[src/rtl/lbp_engine_param_if.sv]
// lbp_engine_param_if: gray-memory read handshake and LBP write port of lbp_engine_param
interface lbp_engine_param_if #(parameter int ADDR_W = 14, parameter int PIX_W = 8);
  logic [ADDR_W-1:0] gray_addr;
  logic gray_req;
  logic gray_ready;
  logic [PIX_W-1:0] gray_data;
  logic [ADDR_W-1:0] lbp_addr;
  logic lbp_valid;
  logic [7:0] lbp_data;
  logic finish;
  modport master (output gray_addr, gray_req, lbp_addr, lbp_valid, lbp_data, finish, input gray_ready, gray_data);
  modport slave (input gray_addr, gray_req, lbp_addr, lbp_valid, lbp_data, finish, output gray_ready, gray_data);
endinterface

[src/rtl/lbp_engine_param.sv]
// lbp_engine_param: sliding 3x3 LBP over an IMG_W x IMG_H gray image, one code per interior pixel.
// Define UNIFORM_MAP_EN to emit uniform-pattern classes (0..9) instead of raw codes.
module lbp_engine_param #(
  parameter int IMG_W = 128,
  parameter int IMG_H = 128,
  parameter int PIX_W = 8,
  parameter int ADDR_W = 14
) (
  input logic clk,
  input logic reset,
  lbp_engine_param_if.master bus
);
  typedef enum logic [2:0] {IDLE, FETCH, CAPT, WRITE, DONE} state_t;
  localparam logic [ADDR_W-1:0] W = ADDR_W'(IMG_W);
  localparam logic [ADDR_W-1:0] ONE = ADDR_W'(1);
  state_t state, state_n;
  logic [PIX_W-1:0] win [9];
  logic [ADDR_W-1:0] x, y;
  logic [3:0] k, pidx;
  logic [1:0] col, row;
  logic pend, acc, row_end, last_px;
  logic [7:0] code, mapped;
  assign acc = bus.gray_req && bus.gray_ready;
  assign col = k >= 4'd6 ? 2'd2 : k >= 4'd3 ? 2'd1 : 2'd0;
  assign row = 2'(k - 4'(col) * 4'd3);
  assign row_end = x == ADDR_W'(IMG_W - 2);
  assign last_px = row_end && y == ADDR_W'(IMG_H - 2);
  // window index k is column-major: k = 3*col + row, centre at k=4
  assign bus.gray_addr = (y + ADDR_W'(row) - ONE) * W + x + ADDR_W'(col) - ONE;
  assign bus.gray_req = state == FETCH;
  assign bus.finish = state == DONE;
  // BR arrives on gray_data during CAPT, so it is taken straight from the bus
  assign code = {bus.gray_data >= win[4], win[5] >= win[4], win[2] >= win[4], win[7] >= win[4],
                 win[1] >= win[4], win[6] >= win[4], win[3] >= win[4], win[0] >= win[4]};
`ifdef UNIFORM_MAP_EN
  logic [7:0] ring;
  logic [3:0] trans, ones;
  assign ring = {code[3], code[5], code[6], code[7], code[4], code[2], code[1], code[0]};
  always_comb begin
    trans = '0;
    ones = '0;
    for (int i = 0; i < 8; i++) begin
      trans = trans + 4'(ring[i] ^ ring[(i + 1) % 8]);
      ones = ones + 4'(code[i]);
    end
  end
  assign mapped = trans <= 4'd2 ? {4'd0, ones} : 8'd9;
`else
  assign mapped = code;
`endif
  always_comb begin
    state_n = state;
    state_n = state == IDLE ? FETCH :
              state == FETCH ? (acc && k == 4'd8 ? CAPT : FETCH) :
              state == CAPT ? WRITE :
              state == WRITE ? (last_px ? DONE : FETCH) : DONE;
  end
  always_ff @(posedge clk) begin
    if (reset) begin
      state <= IDLE;
      x <= ONE;
      y <= ONE;
      k <= '0;
      pidx <= '0;
      pend <= 1'b0;
      for (int i = 0; i < 9; i++) win[i] <= '0;
      bus.lbp_addr <= '0;
      bus.lbp_valid <= 1'b0;
      bus.lbp_data <= '0;
    end else begin
      state <= state_n;
      pend <= acc;
      pidx <= k;
      bus.lbp_valid <= state == CAPT;
      if (pend) win[pidx] <= bus.gray_data;
      if (acc && k != 4'd8) k <= k + 4'd1;
      if (state == CAPT) begin
        bus.lbp_data <= mapped;
        bus.lbp_addr <= y * W + x;
      end
      if (state == WRITE) begin
        x <= row_end ? ONE : x + ONE;
        y <= row_end ? y + ONE : y;
        k <= row_end ? 4'd0 : 4'd6;
        if (!row_end) for (int i = 0; i < 6; i++) win[i] <= win[i + 3];
      end
    end
  end
endmodule

[src/flat_wrapper.sv]
// flat-port wrapper written by rule: the top's interface ports become plain ports
module lbp_engine_param_flat 
#(
  parameter int IMG_W = 128,
  parameter int IMG_H = 128,
  parameter int PIX_W = 8,
  parameter int ADDR_W = 14
)
  (clk, reset, bus_gray_addr, bus_gray_req, bus_lbp_addr, bus_lbp_valid, bus_lbp_data, bus_finish, bus_gray_ready, bus_gray_data);
  lbp_engine_param_if #(.ADDR_W(ADDR_W), .PIX_W(PIX_W)) bus_i ();
  input logic clk;
  input logic reset;
  output wire logic [$bits(bus_i.gray_addr)-1:0] bus_gray_addr;
  output wire logic [$bits(bus_i.gray_req)-1:0] bus_gray_req;
  output wire logic [$bits(bus_i.lbp_addr)-1:0] bus_lbp_addr;
  output wire logic [$bits(bus_i.lbp_valid)-1:0] bus_lbp_valid;
  output wire logic [$bits(bus_i.lbp_data)-1:0] bus_lbp_data;
  output wire logic [$bits(bus_i.finish)-1:0] bus_finish;
  input wire logic [$bits(bus_i.gray_ready)-1:0] bus_gray_ready;
  input wire logic [$bits(bus_i.gray_data)-1:0] bus_gray_data;
  assign bus_gray_addr = bus_i.gray_addr;
  assign bus_gray_req = bus_i.gray_req;
  assign bus_lbp_addr = bus_i.lbp_addr;
  assign bus_lbp_valid = bus_i.lbp_valid;
  assign bus_lbp_data = bus_i.lbp_data;
  assign bus_finish = bus_i.finish;
  assign bus_i.gray_ready = bus_gray_ready;
  assign bus_i.gray_data = bus_gray_data;
  lbp_engine_param #(.IMG_W(IMG_W), .IMG_H(IMG_H), .PIX_W(PIX_W), .ADDR_W(ADDR_W)) u_core (.clk(clk), .reset(reset), .bus(bus_i));
endmodule
[config.mk]
export PLATFORM = sky130hd
export DESIGN_NAME = lbp_engine_param_flat
export DESIGN_NICKNAME = d
export VERILOG_FILES = /design/src/rtl/lbp_engine_param_if.sv /design/src/rtl/lbp_engine_param.sv /design/src/flat_wrapper.sv
export SDC_FILE = /design/constraint.sdc
export NUM_CORES = 1
export LEC_CHECK = 0
export CAP_MARGIN = 15
export CORE_UTILIZATION = 50
export CTS_BUF_LIST = sky130_fd_sc_hd__clkbuf_16
export CTS_CLUSTER_SIZE = 10
export DETAILED_ROUTE_END_ITERATION = 8
export DONT_BUFFER_PORTS = 1
export MAX_ROUTING_LAYER = met4
export PLACE_DENSITY = 0.74
export SLEW_MARGIN = 10
export SYNTH_ARGS = -nofsm -noshare
export SYNTH_HDL_FRONTEND = slang
export SYNTH_SLANG_ARGS = --single-unit
[constraint.sdc]
create_clock -name clk -period 6.1 [get_ports clk]
set_input_delay 0.61 -clock clk [delete_from_list [all_inputs] [get_ports clk]]
set_output_delay 0.61 -clock clk [all_outputs]
set_load 0.01 [all_outputs]
# --- Yosys cells after proc, flatten, opt, wreduce, memory -nomap -nowiden ---
# Memories as Yosys holds them, arrays and structs flattened.
# Cells that the tools add are included.
word_totals:
  regBits: 63
  mem_bits_rw: 72
  output_inout_bits: 39
  memories: 1
memory_table:
  columns: ["memory", "words", "width", "read_ports", "rd_clocked_by_memory_dff", "write_ports", "line", "text"]
  rows:
  - ["u_core.win", 9, 8, 9, 0, 9, "lbp_engine_param.sv:17", "logic [PIX_W-1:0] win [9];"]
classes:
  add_sub_neg: 10
  mul: 1
  order_cmp: 10
  n_eq_ne: 14
  mux: 30
  bitwise_logic: 24
  reduce_logical: 9
ops:
  columns: ["operator", "count"]
  rows:
  - [">= comparator 8 bit", 8]
  - ["2-to-1 mux 8 bit", 7]
  - ["adder 14 x 1 -> 14 bit, second input constant", 2]
  - ["adder 14 bit", 2]
  - ["== test 14 x 7 -> 1 bit, second input constant", 2]
  - ["== test 4 bit, second input constant", 7]
  - ["2-to-1 mux 3 bit", 5]
  - ["adder 14 x 2 -> 14 bit", 1]
  - ["2-to-1 mux 14 bit", 1]
  - ["subtractor 14 x 1 -> 14 bit, second input constant", 1]
  - ["bitwise AND 1 bit", 12]
  - ["2-to-1 mux 1 bit", 12]
  - ["2-to-1 mux 4 bit", 3]
  - ["OR reduction 8 bit", 1]
  - ["adder 7 x 2 -> 7 bit", 1]
  - ["subtractor 7 x 1 -> 7 bit, second input constant", 1]
  - ["== test 3 x 2 -> 1 bit, second input constant", 2]
  - ["inverter 1 bit", 6]
  - ["bitwise OR 1 bit", 6]
  - ["adder 4 x 1 -> 4 bit, second input constant", 1]
  - [">= comparator 4 x 2 -> 1 bit, second input constant", 1]
  - [">= comparator 4 x 3 -> 1 bit, second input constant", 1]
  - ["logical AND 1 bit", 4]
  - ["2-to-1 mux 2 bit", 2]
  - ["other kinds (9)", 9]

# --- Logic depth before layout (Yosys ltp) ---
# Gate-level depths: netlist of the first run.
logic_depth:
  word_depth: 15
  depth_mapped: 24
  depth_no_buf: 24

# --- Least setup slack after synthesis of the first run ---
# Ideal clock, no wire load.
synth_path:
  kind: "flip-flop to output port"
  from: "reg u_core.k[0]"
  to: "out bus_gray_addr[13]"
  arrival_ps: 4044
  slack_ps: 1446
  path_stages_with_launch: 25
  path_cell_list: "dfxtp_1 inv_1 ha_1 o21a_1 nor2_1 o21ai_0 inv_1 ha_1 xnor2_1 xnor2_1 ha_1 inv_1 ha_1 inv_1 fa_1 xor2_1 ha_1 inv_1 ha_1 clkbuf_1 a21oi_1 o21bai_1 a21oi_1 o21ai_0 xnor2_1"
synth_via:
  elab_chain_len: 10
  elab_cells_between_ends: 11
synth_rtl:
  columns: ["element", "line", "text"]
  rows:
  - ["start: declaration", "lbp_engine_param.sv:19", "logic [3:0] k, pidx;"]
  - ["start signal: assignment", "lbp_engine_param.sv:76", "if (acc && k != 4'd8) k <= k + 4'd1;"]
  - ["start signal: assignment", "lbp_engine_param.sv:84", "k <= row_end ? 4'd0 : 4'd6;"]
  - [">= comparator 4 x 2 -> 1 bit", "lbp_engine_param.sv:24", "assign col = k >= 4'd6 ? 2'd2 : k >= 4'd3 ? 2'd1 : 2'd0;"]
  - ["2-to-1 mux 1 bit", "lbp_engine_param.sv:24", null]
  - ["2-to-1 mux 2 bit", "lbp_engine_param.sv:24", null]
  - ["multiplier 2 x 1 -> 2 bit", "lbp_engine_param.sv:25", "assign row = 2'(k - 4'(col) * 4'd3);"]
  - ["subtractor 2 bit", "lbp_engine_param.sv:25", null]
  - ["adder 7 x 2 -> 7 bit", "lbp_engine_param.sv:29", "assign bus.gray_addr = (y + ADDR_W'(row) - ONE) * W + x + ADDR_W'(col) - ONE;"]
  - ["subtractor 7 x 1 -> 7 bit", "lbp_engine_param.sv:29", null]
  - ["adder 14 bit", "lbp_engine_param.sv:29", null]
  - ["adder 14 x 2 -> 14 bit (*)", "lbp_engine_param.sv:29", null]
  - ["subtractor 14 x 1 -> 14 bit (*)", "lbp_engine_param.sv:29", null]
  - ["end: declaration", "flat_wrapper.sv:13", "output wire logic [$bits(bus_i.gray_addr)-1:0] bus_gray_addr;"]
# Every way passes the cells marked *; elsewhere a longest branch is shown, timed or not.

# --- Final worst setup path of the first run ---
# Same ends and word-level chain as after synthesis.

==> results of run 1 <==
-- logic make-up (layout without fill, tap and decap cells) --
logic type | Yosys count | count (layout) | share of synthesized area [%]
flip-flops | 135 | 135 | 40.9
XOR/XNOR | 45 | 45 | 4.71
AO/OA/AOI/OAI | 177 | 177 | 13.1
adder cells (fa/ha/maj) | 116 | 116 | 17.6
AND/OR/NAND/NOR | 307 | 307 | 18.4
buffers and inverters | 111 | 103 | 5.15
-- registers in the layout, summed over array words and instances, names as in the netlist --
| signal | count |
|---|---|
| u_core.win | 72 |
| u_core.y | 14 |
| u_core.pidx | 4 |
| u_core.bus.lbp_data | 8 |
| u_core.pend | 1 |
| u_core.bus.lbp_addr | 14 |
| u_core.x | 14 |
| u_core.bus.lbp_valid | 1 |
| u_core.state | 3 |
| u_core.k | 4 |
-- critical path, cell delays in order (launching register included) --
cell and delay [ps]:
sky130_fd_sc_hd__dfxtp_1 410, sky130_fd_sc_hd__inv_1 110, sky130_fd_sc_hd__ha_1 200, sky130_fd_sc_hd__o21a_1 160
sky130_fd_sc_hd__nor2_1 210, sky130_fd_sc_hd__o21ai_0 180, sky130_fd_sc_hd__inv_1 90, sky130_fd_sc_hd__ha_1 150
sky130_fd_sc_hd__xnor2_1 130, sky130_fd_sc_hd__xnor2_1 160, sky130_fd_sc_hd__ha_1 260, sky130_fd_sc_hd__inv_1 60
sky130_fd_sc_hd__ha_1 190, sky130_fd_sc_hd__inv_1 70, sky130_fd_sc_hd__fa_1 400, sky130_fd_sc_hd__xor2_1 160
sky130_fd_sc_hd__ha_1 270, sky130_fd_sc_hd__inv_1 40, sky130_fd_sc_hd__ha_1 390, sky130_fd_sc_hd__a21oi_1 180
sky130_fd_sc_hd__o21bai_1 70, sky130_fd_sc_hd__a21oi_1 120, sky130_fd_sc_hd__o21ai_0 110, sky130_fd_sc_hd__xnor2_1 270
-- power groups by stage --
stage	registers (mW)	logic, mW	clock network, mW
after CTS	0.986	0.166	1.10
final	0.987	0.164	1.09
after detailed placement	1.01	0.165	0
after floorplan	1.00	0.140	0
after global placement	1.00	0.159	0
after global routing	0.989	0.186	1.14
-- path summary, 6_finish.rpt --
kind | endpoint | cells past startpoint
hold reg to reg | u_core.pidx[3]$_SDFF_PP0_ | 1
setup reg to reg | u_core.win[4][6]$_DFFE_PP_ | 5
hold / removal | u_core.y[5]$_SDFFE_PP0P_ | 1
setup / recovery | bus_gray_addr[13] | 23
-- layout by cell type, fill, tap and decap left out, types with 5 or more instances in the layout --
| cell type | instances |
|---|---|
| sky130_fd_sc_hd__inv_1 | 70 |
| sky130_fd_sc_hd__xnor2_1 | 38 |
| sky130_fd_sc_hd__nand2_1 | 125 |
| sky130_fd_sc_hd__and2_1 | 26 |
| sky130_fd_sc_hd__dfxtp_1 | 63 |
| sky130_fd_sc_hd__o21ai_1 | 5 |
| sky130_fd_sc_hd__edfxtp_1 | 72 |
| sky130_fd_sc_hd__nor4_1 | 5 |
| sky130_fd_sc_hd__o21ai_0 | 66 |
| sky130_fd_sc_hd__a21oi_1 | 34 |
| sky130_fd_sc_hd__and3_1 | 5 |
| sky130_fd_sc_hd__a31o_2 | 8 |
| sky130_fd_sc_hd__a22o_1 | 10 |
| sky130_fd_sc_hd__nor3_1 | 10 |
| sky130_fd_sc_hd__clkbuf_16 | 17 |
| sky130_fd_sc_hd__o211ai_1 | 11 |
| sky130_fd_sc_hd__nand3_1 | 11 |
| sky130_fd_sc_hd__nor2_1 | 44 |
| sky130_fd_sc_hd__nand2b_1 | 21 |
| sky130_fd_sc_hd__a21o_1 | 22 |
| sky130_fd_sc_hd__ha_1 | 113 |
| sky130_fd_sc_hd__and3b_1 | 6 |
| sky130_fd_sc_hd__xor2_1 | 7 |
| sky130_fd_sc_hd__nand4_1 | 24 |
-- final cells by class --
class	count	area share [%]
sequential	135	37.6
clock buffer	17	4.67
clock inverter	15	2.21
tap	216	2.97
multi-input combinational	645	49.6
timing repair buffer	2	0.165
inverter	69	2.84
-- layer usage --
metal	GRT usage [%]	up-vias
met2	37.6	129
met4	7.75	0
met5	-	-
li1	-	3086
met3	4.59	25
met1	27.6	2896
-- through the flow --
step                      total power [mW]  hold WS [ps]  setup WS [ps]
after floorplan                       1.14           478           1450
after global placement                1.16           494           1250
after detailed placement              1.17           500           1120
after CTS                             2.25           247            675
after global routing                  2.31           240            265
final                                 2.24           257            693
==> impl.org, run 1 <==
** Outcome
- Status :: finished, final reports clean

** Floorplanning
- Height of the die :: about 130 µm
- After floorplanning, the core was sized to cover 16100 µm².
- Pin placement for this block handled 50 I/O pins.
- Die Outline Area :: between 15000 and 20000 µm²
- In this run the core area contains 46 standard-cell rows.
- Effective utilization at floorplan :: roughly half
- The die is approximately 130 µm wide.

** Pwr
- For this design the total switching power over the nets is 514 µW.
- Clock network fraction of design power :: 48.7%
- Power Density :: roughly 250 nW/µm²
- LEAKAGE :: 3.70 nW
- The internal power of the cells totals 1.73 mW.
- Peak supply drop :: roughly 0.00021 V
- Of the total power, registers draw between 40% and 50%.
- Of the total power, the share spent switching nets is a little under a quarter.
- Share of total power in combinational logic :: about 7.3%

** Final layout
- For this run, the share of the core covered by cells in the final layout is 56.6%.
- Area growth, synth to finish :: 8.99%
- Layout cells sized above 1 :: about 5.9%
- Summing all multi-input logic gate instances after layout gives 4520 µm².
- Count of antenna diodes in the layout :: 0
- At the end of the flow, the number of nets in the layout was 997.
- Number of standard cells in the final layout excluding fillers :: 1099
- The layout has 1399 filler cells.
- Summing all non-filler instances in the final layout gives an area of 9110 µm².
- The sequential cells in the finished layout cover a total of ~3400 µm².

** Logic synthesis
- Fraction of registers with async set or reset after synthesis :: 0%
- After synthesis the netlist holds a flip-flop and latch count of 135.
- The biggest area contributor in the post-synthesis netlist is sky130_fd_sc_hd__edfxtp_1.
- Most frequent cell after synthesis :: sky130_fd_sc_hd__nand2_1
- Number of unique standard cell types used by synthesis :: 56
- Synthesis produced a netlist whose cell count is 891.
- In the synthesized netlist the dominant register cell turns out to be sky130_fd_sc_hd__edfxtp_1.
- By area the synthesized netlist is led by sky130_fd_sc_hd__edfxtp_1 26%, sky130_fd_sc_hd__ha_1 17%, sky130_fd_sc_hd__dfxtp_1 15%, sky130_fd_sc_hd__nand2_1 5.6%, sky130_fd_sc_hd__xnor2_1 4.0%.
- Fraction of synthesized cell area taken by the top area cell type :: about a quarter
- After synthesis, the most frequently instantiated cells are 125 x sky130_fd_sc_hd__nand2_1, 113 x sky130_fd_sc_hd__ha_1, 72 x sky130_fd_sc_hd__edfxtp_1.
- Syn. warnings :: 0
- In this run, synthesis inferred 72 flip-flops with an integrated enable.
- After synthesis the cells add up to 8360 µm².
- Register area share after synthesis :: 40.9%
- Net count of the mapped netlist :: between 1000 and 1500
- Mean instance size in the synthesized netlist :: 9.38 µm²

** Routing
- Remaining design rule violation count :: 0
- Met3 wire length :: between 800 and 900 µm
- Wires add up to roughly 18000 µm.
- Across all layers, the routed design uses roughly 6100 vias.
- Using the TritonRoute via totals, the vias-per-cell ratio works out to 5.58.
- The first TritonRoute pass finished after 5 iterations.
- Final routed wire length divided by cell count :: 16.8 µm
- Highest metal used :: met4
- Met1 wire length :: just over 8000 µm
- In the detailed route, the total length drawn on met2 is 8950 µm.
- The first routing iteration left 434 violations.
- Number of nets with antenna violations after detailed routing :: 0

** Job
- The tool flagged a number of max-cap violations equal to 0.

** Clock tree
- Clock transition at path regs :: 60 ps
- Hold buffer count at CTS :: 0
- Number of sinks on the clock net :: 135
- Clock latency on the worst-skew pair, taken at its later pin, is 430 ps.
- TritonCTS Buffers :: 17
- In this run the clock root is driven by a sky130_fd_sc_hd__clkbuf_16.
- Counting along the longest clock path gives a buffer depth of 2.
- Deepest level of the CTS H-tree :: 4
- TritonCTS built the clock tree.
- Gates resized during post-CTS repair numbered 0.
- After clock tree synthesis, the setup repair step added 0 buffers.

** Place
- Routability-driven placement finished with a final weighted congestion of 0.850.
- Number of placed cells counting well taps :: 1067
- Area after detailed placement :: 8490 µm²
- Input/output buffers :: 0
- Post-DP HPWL :: 12900 µm

** GRT
- Antenna violations before repair :: 0
- The via count of the first global-routing pass is between 5000 and 6000.
- Global routing used 22.7% of the available tracks across all layers.
- Entering global routing, the biggest net connects 95 pins.
- First-pass GRT wire length :: ~29000 µm
- Summed over all layers, the global routing overflow is 0.

** Timing
- Transition time at the pin with the least slew margin :: 944 ps
- Setup violations remaining at the end of the flow were counted as 0.
- Final count of pins violating max slew :: 0
- Subtracting the final worst setup slack from the clock period gives 5410 ps.
- Final hold vios :: 0
- Setup repair after global routing left no endpoint under its margin.
- Worst-case clock skew :: 10.8 ps
- For the final routed database, the setup TNS stands at 0 ps.
- Fraction of the cycle the final worst path needs :: 88.6%
- Max Fclk :: roughly 180 MHz
- Max-slew headroom :: 37.0%

** Hold path
- Worst Min Path Start :: reset
- The path class of the tightest hold or removal check is in -> reg.

** Worst setup path
- Crit Reg-Reg Startpoint :: u_core.state[1]$_SDFF_PP0_
- In this run the register-to-register setup slack is 3390 ps.
- Tracing the worst setup path back leads to its startpoint at u_core.k[0]$_SDFFE_PP0P_.
- Endpoint class of the critical path :: output pin
- The worst setup path is of the reg -> out kind.
- Worst setup SP type :: flip-flop
- For the worst setup path, the data arrival time is 4800 ps.
- STA puts the critical path data required time at 5490 ps.
- Largest fanout of any net on the critical path :: 8
Power figures use the tool's default switching activity.
==> run 2, diff against run 1 <==
==> constraint.sdc (replaced) <==
create_clock -name clk -period 6.5 [get_ports clk]
set_input_delay 0.65 -clock clk [delete_from_list [all_inputs] [get_ports clk]]
set_output_delay 0.65 -clock clk [all_outputs]
set_load 0.01 [all_outputs]
==> run 2 against run 1 <==
Against the previous run:
- die area did not move
- count of clock-buffer cells in the layout did not move
- final area fell by 0.80%
- core utilization fell by 0.45 points
- routed wire length rose by 0.11%
- sequential share of layout area rose by 0.30 points
- via count rose by 0.62%
- global-route usage barely moved
==> impl.org, run 2 (same netlist as run 1, synthesis figures left out) <==
** Timing
- The final setup TNS was 0 ps (unchanged).
- Worst-case clock skew :: 7.56 ps (-3.23 ps)
- Static timing analysis puts the maximum clock frequency at between 150 and 200 MHz.
- Period minus WS final :: 5580 ps
- Max-slew headroom :: 34.6% (-2.4 points)
- The actual transition at the worst max-transition pin is 981 ps (+36.7 ps).
- Final setup vio count :: 0 (unchanged)
- Slack of the critical path :: 925 ps (+231 ps)
- The worst hold slack is 289 ps (+32.6 ps).
- Setup repair after global routing left no endpoint under its margin.
- The max-slew violation count was 0 (unchanged).
- The count of endpoints failing hold in the final timing report was 0 (unchanged).
- Dividing the final minimum period by the clock period gives ~86%.

** Pwr
- Share of total power in combinational logic :: 7.8% (+0.5 points)
- The cell internal power dissipation is 1.50 mW (-13%).
- The switching part of the total power came to 24.5% (+1.6 points).
- Power Density :: 220 nW/µm² (-10%)
- LEAKAGE :: 3.66 nW (-1.1%)
- The part of the power in the clock network was 45.7% (-3.0 points).
- The net switching power of the design came to 488 µW (-5.1%).
- Sequential Power Share :: 46.5% (+2.5 points)
- The largest vdd supply drop is 0.000186 V (-9.4%).

** GRT
- Global-route usage over all layers :: 22.8% (about the same)
- First-pass GRT wire length :: 29300 µm (-0.56%)
- Via count of the first global-routing pass :: 5731 (+1.2%)
- Largest net degree at the start of global routing :: 98 (+3.2%)
- The number of antenna violations at the first check in global routing is 0 (unchanged).
- Global route overflow :: 0 (unchanged)

** Clock tree
- Skew-Pair Late Insertion Delay :: 430 ps (about the same)
- TritonCTS built the clock tree.
- CTS root buf :: sky130_fd_sc_hd__clkbuf_16
- The number of hold buffers added after CTS came to 0 (unchanged).
- The post-CTS resize count is 0 (unchanged).
- TritonCTS Buffers :: 17 (unchanged)
- Clock transition at path regs :: 60 ps (about the same)
- Max Buffers Root-to-Sink :: 2 (unchanged)
- Number of sinks on the clock net :: 135 (unchanged)
- The number of H-tree levels was 4 (unchanged).
- Number of setup buffers added after CTS :: 0 (unchanged)

** Place
- The worst slack at placement is 1430 ps (+312 ps).
- Final weighted congestion of routability-driven global placement :: 0.852 (+0.28%)
- Post-DP HPWL :: 12900 µm (-0.13%)
- The quantity of I/O buffers inserted on ports was 0 (unchanged).

** Worst setup path
- By instance count, the cell type seen most on the critical path is sky130_fd_sc_hd__ha_1.
- Data arrival at the endpoint of the critical path :: 4930 ps (+130 ps)
- Master of the slowest instance on the critical path :: sky130_fd_sc_hd__dfxtp_1
- Largest fanout of any net on the critical path :: 8 (unchanged)
- The signal on the critical path passes through inv_1, ha_1, o21a_1, nor2_1, o21ai_0, inv_1, ha_1, xnor2_1, xnor2_1, ha_1, inv_1, ha_1, inv_1, fa_1, xor2_1, ha_1, inv_1, ha_1, a21oi_1, o21bai_1, a21oi_1, o21ai_0, xnor2_1.
- Endpoint class of the critical path :: output pin
- The required time of the worst setup path is 5850 ps (+360 ps).
- WS Path Type :: reg -> out
- Worst setup SP type :: flip-flop
- The biggest cell delay along the critical path was 400 ps (about the same).

** Outcome
- The run finished with clean final reports.

** Final layout
- The fraction of layout cells with a size suffix above 1 is 6.12% (+0.23 points).
- Layout filler cell count :: 1398 (-0.071%)
- Leaving out fill and tap cells, the most frequent cells in the layout are 125 x sky130_fd_sc_hd__nand2_1, 113 x sky130_fd_sc_hd__ha_1, 72 x sky130_fd_sc_hd__edfxtp_1.
- The library cell used most frequently in the layout, excluding fill and tap cells, is sky130_fd_sc_hd__nand2_1.
- Counting flops per register, the top entry is u_core.win.
- Count of antenna diodes in the layout :: 0 (unchanged)
- The net count of the finished layout came to 997 (unchanged).
- Relative to the synthesized area, the layout overhead comes to 8.13%.
- The number of flip-flops in the largest register was 72 (unchanged).

** Routing
- The remaining design rule violation count came to 0 (unchanged).
- Via-per-instance ratio :: 5.62 (+0.62%)
- The total length of routed wires is 18500 µm (+0.11%).
- Via total after detailed routing :: 6174 (+0.62%)
- Initial detailed-routing violation count :: 371 (-15%)
- The wire length per cell came to 16.8 µm (+0.11%).
- Iteration count of the initial detailed-routing pass :: 5 (unchanged)
- Number of nets with antenna violations after detailed routing :: 0 (unchanged)

** Floorplanning
- The boundary pin count came to 50 (unchanged).
- Height of the die :: 131 µm (unchanged)
- Die Span X :: 131 µm (unchanged)
- The starting density of the core came to 51.9% (unchanged).
- Row count :: 46 (unchanged)
- The core box area came to 16100 µm² (unchanged).
- Die Outline Area :: 17200 µm² (unchanged)

** Job
- The max-cap check violation count was 0 (unchanged).

** Hold path
- The path class of the tightest hold or removal check is in -> reg.
-- run 2: cell type report --
type	instances	area [µm²]	share of cell area, %
Multi-Input combinational cell	645	4520	50.0
Sequential cell	135	3420	37.9
Clock buffer	17	425	4.71
Tap cell	216	270	2.99
Inverter	69	259	2.86
Clock inverter	15	129	1.43
Timing Repair Buffer	2	15.0	0.166
-- run 2: routing by layer --
| layer | GRT usage [%] | up-vias | wire [µm] |
|---|---|---|---|
| met3 | 5.36 | 41 | 964 |
| met5 | - | - | 0 |
| li1 | - | 3074 | - |
| met2 | 36.6 | 163 | 8750 |
| met1 | 26.9 | 2896 | 8200 |
| met4 | 11.0 | 0 | 546 |
-- run 2: path summary, 6_finish.rpt --
kind	from	end	slack, ps	depth (start not counted)
worst max-delay path	u_core.k[0]$_SDFFE_PP0P_	bus_gray_addr[13]	920	23
worst min-delay path	reset	u_core.y[12]$_SDFFE_PP0P_	290	1
worst max register to register	u_core.x[0]$_SDFFE_PP1P_	u_core.win[5][5]$_DFFE_PP_	3730	6
worst min register to register	u_core.bus.lbp_addr[6]$_SDFFE_PP0P_	u_core.bus.lbp_addr[6]$_SDFFE_PP0P_	520	2
-- run 2: metrics by stage --
step	area, µm²	power, mW	utilization (%)	std cells
2_1_floorplan	8360	1.07	-	891
3_3_place_gp	8490	1.09	52.7	1067
3_5_place_dp	8490	1.10	52.7	1067
4_1_cts	9040	2.00	56.1	1099
5_1_grt	9040	2.05	56.1	1099
6_report	9040	1.99	56.1	1099
-- run 2: critical path: cells and delay by family (launching register included) --
kind,cells,cell delay (ps)
flip-flops,1,400
XOR/XNOR,4,740
adder cells (fa/ha/maj),7,1880
AO/OA/AOI/OAI,6,910
buffers and inverters,5,360
AND/OR/NAND/NOR,1,210
-- run 2: power groups by stage --
| stage | clock [mW] | sequential, mW | combinational [mW] |
|---|---|---|---|
| 3_5_place_dp | 0 | 0.944 | 0.155 |
| 5_1_grt | 0.945 | 0.928 | 0.175 |
| 4_1_cts | 0.917 | 0.926 | 0.155 |
| 6_report | 0.910 | 0.926 | 0.154 |
| 3_3_place_gp | 0 | 0.943 | 0.149 |
| 2_1_floorplan | 0 | 0.940 | 0.131 |
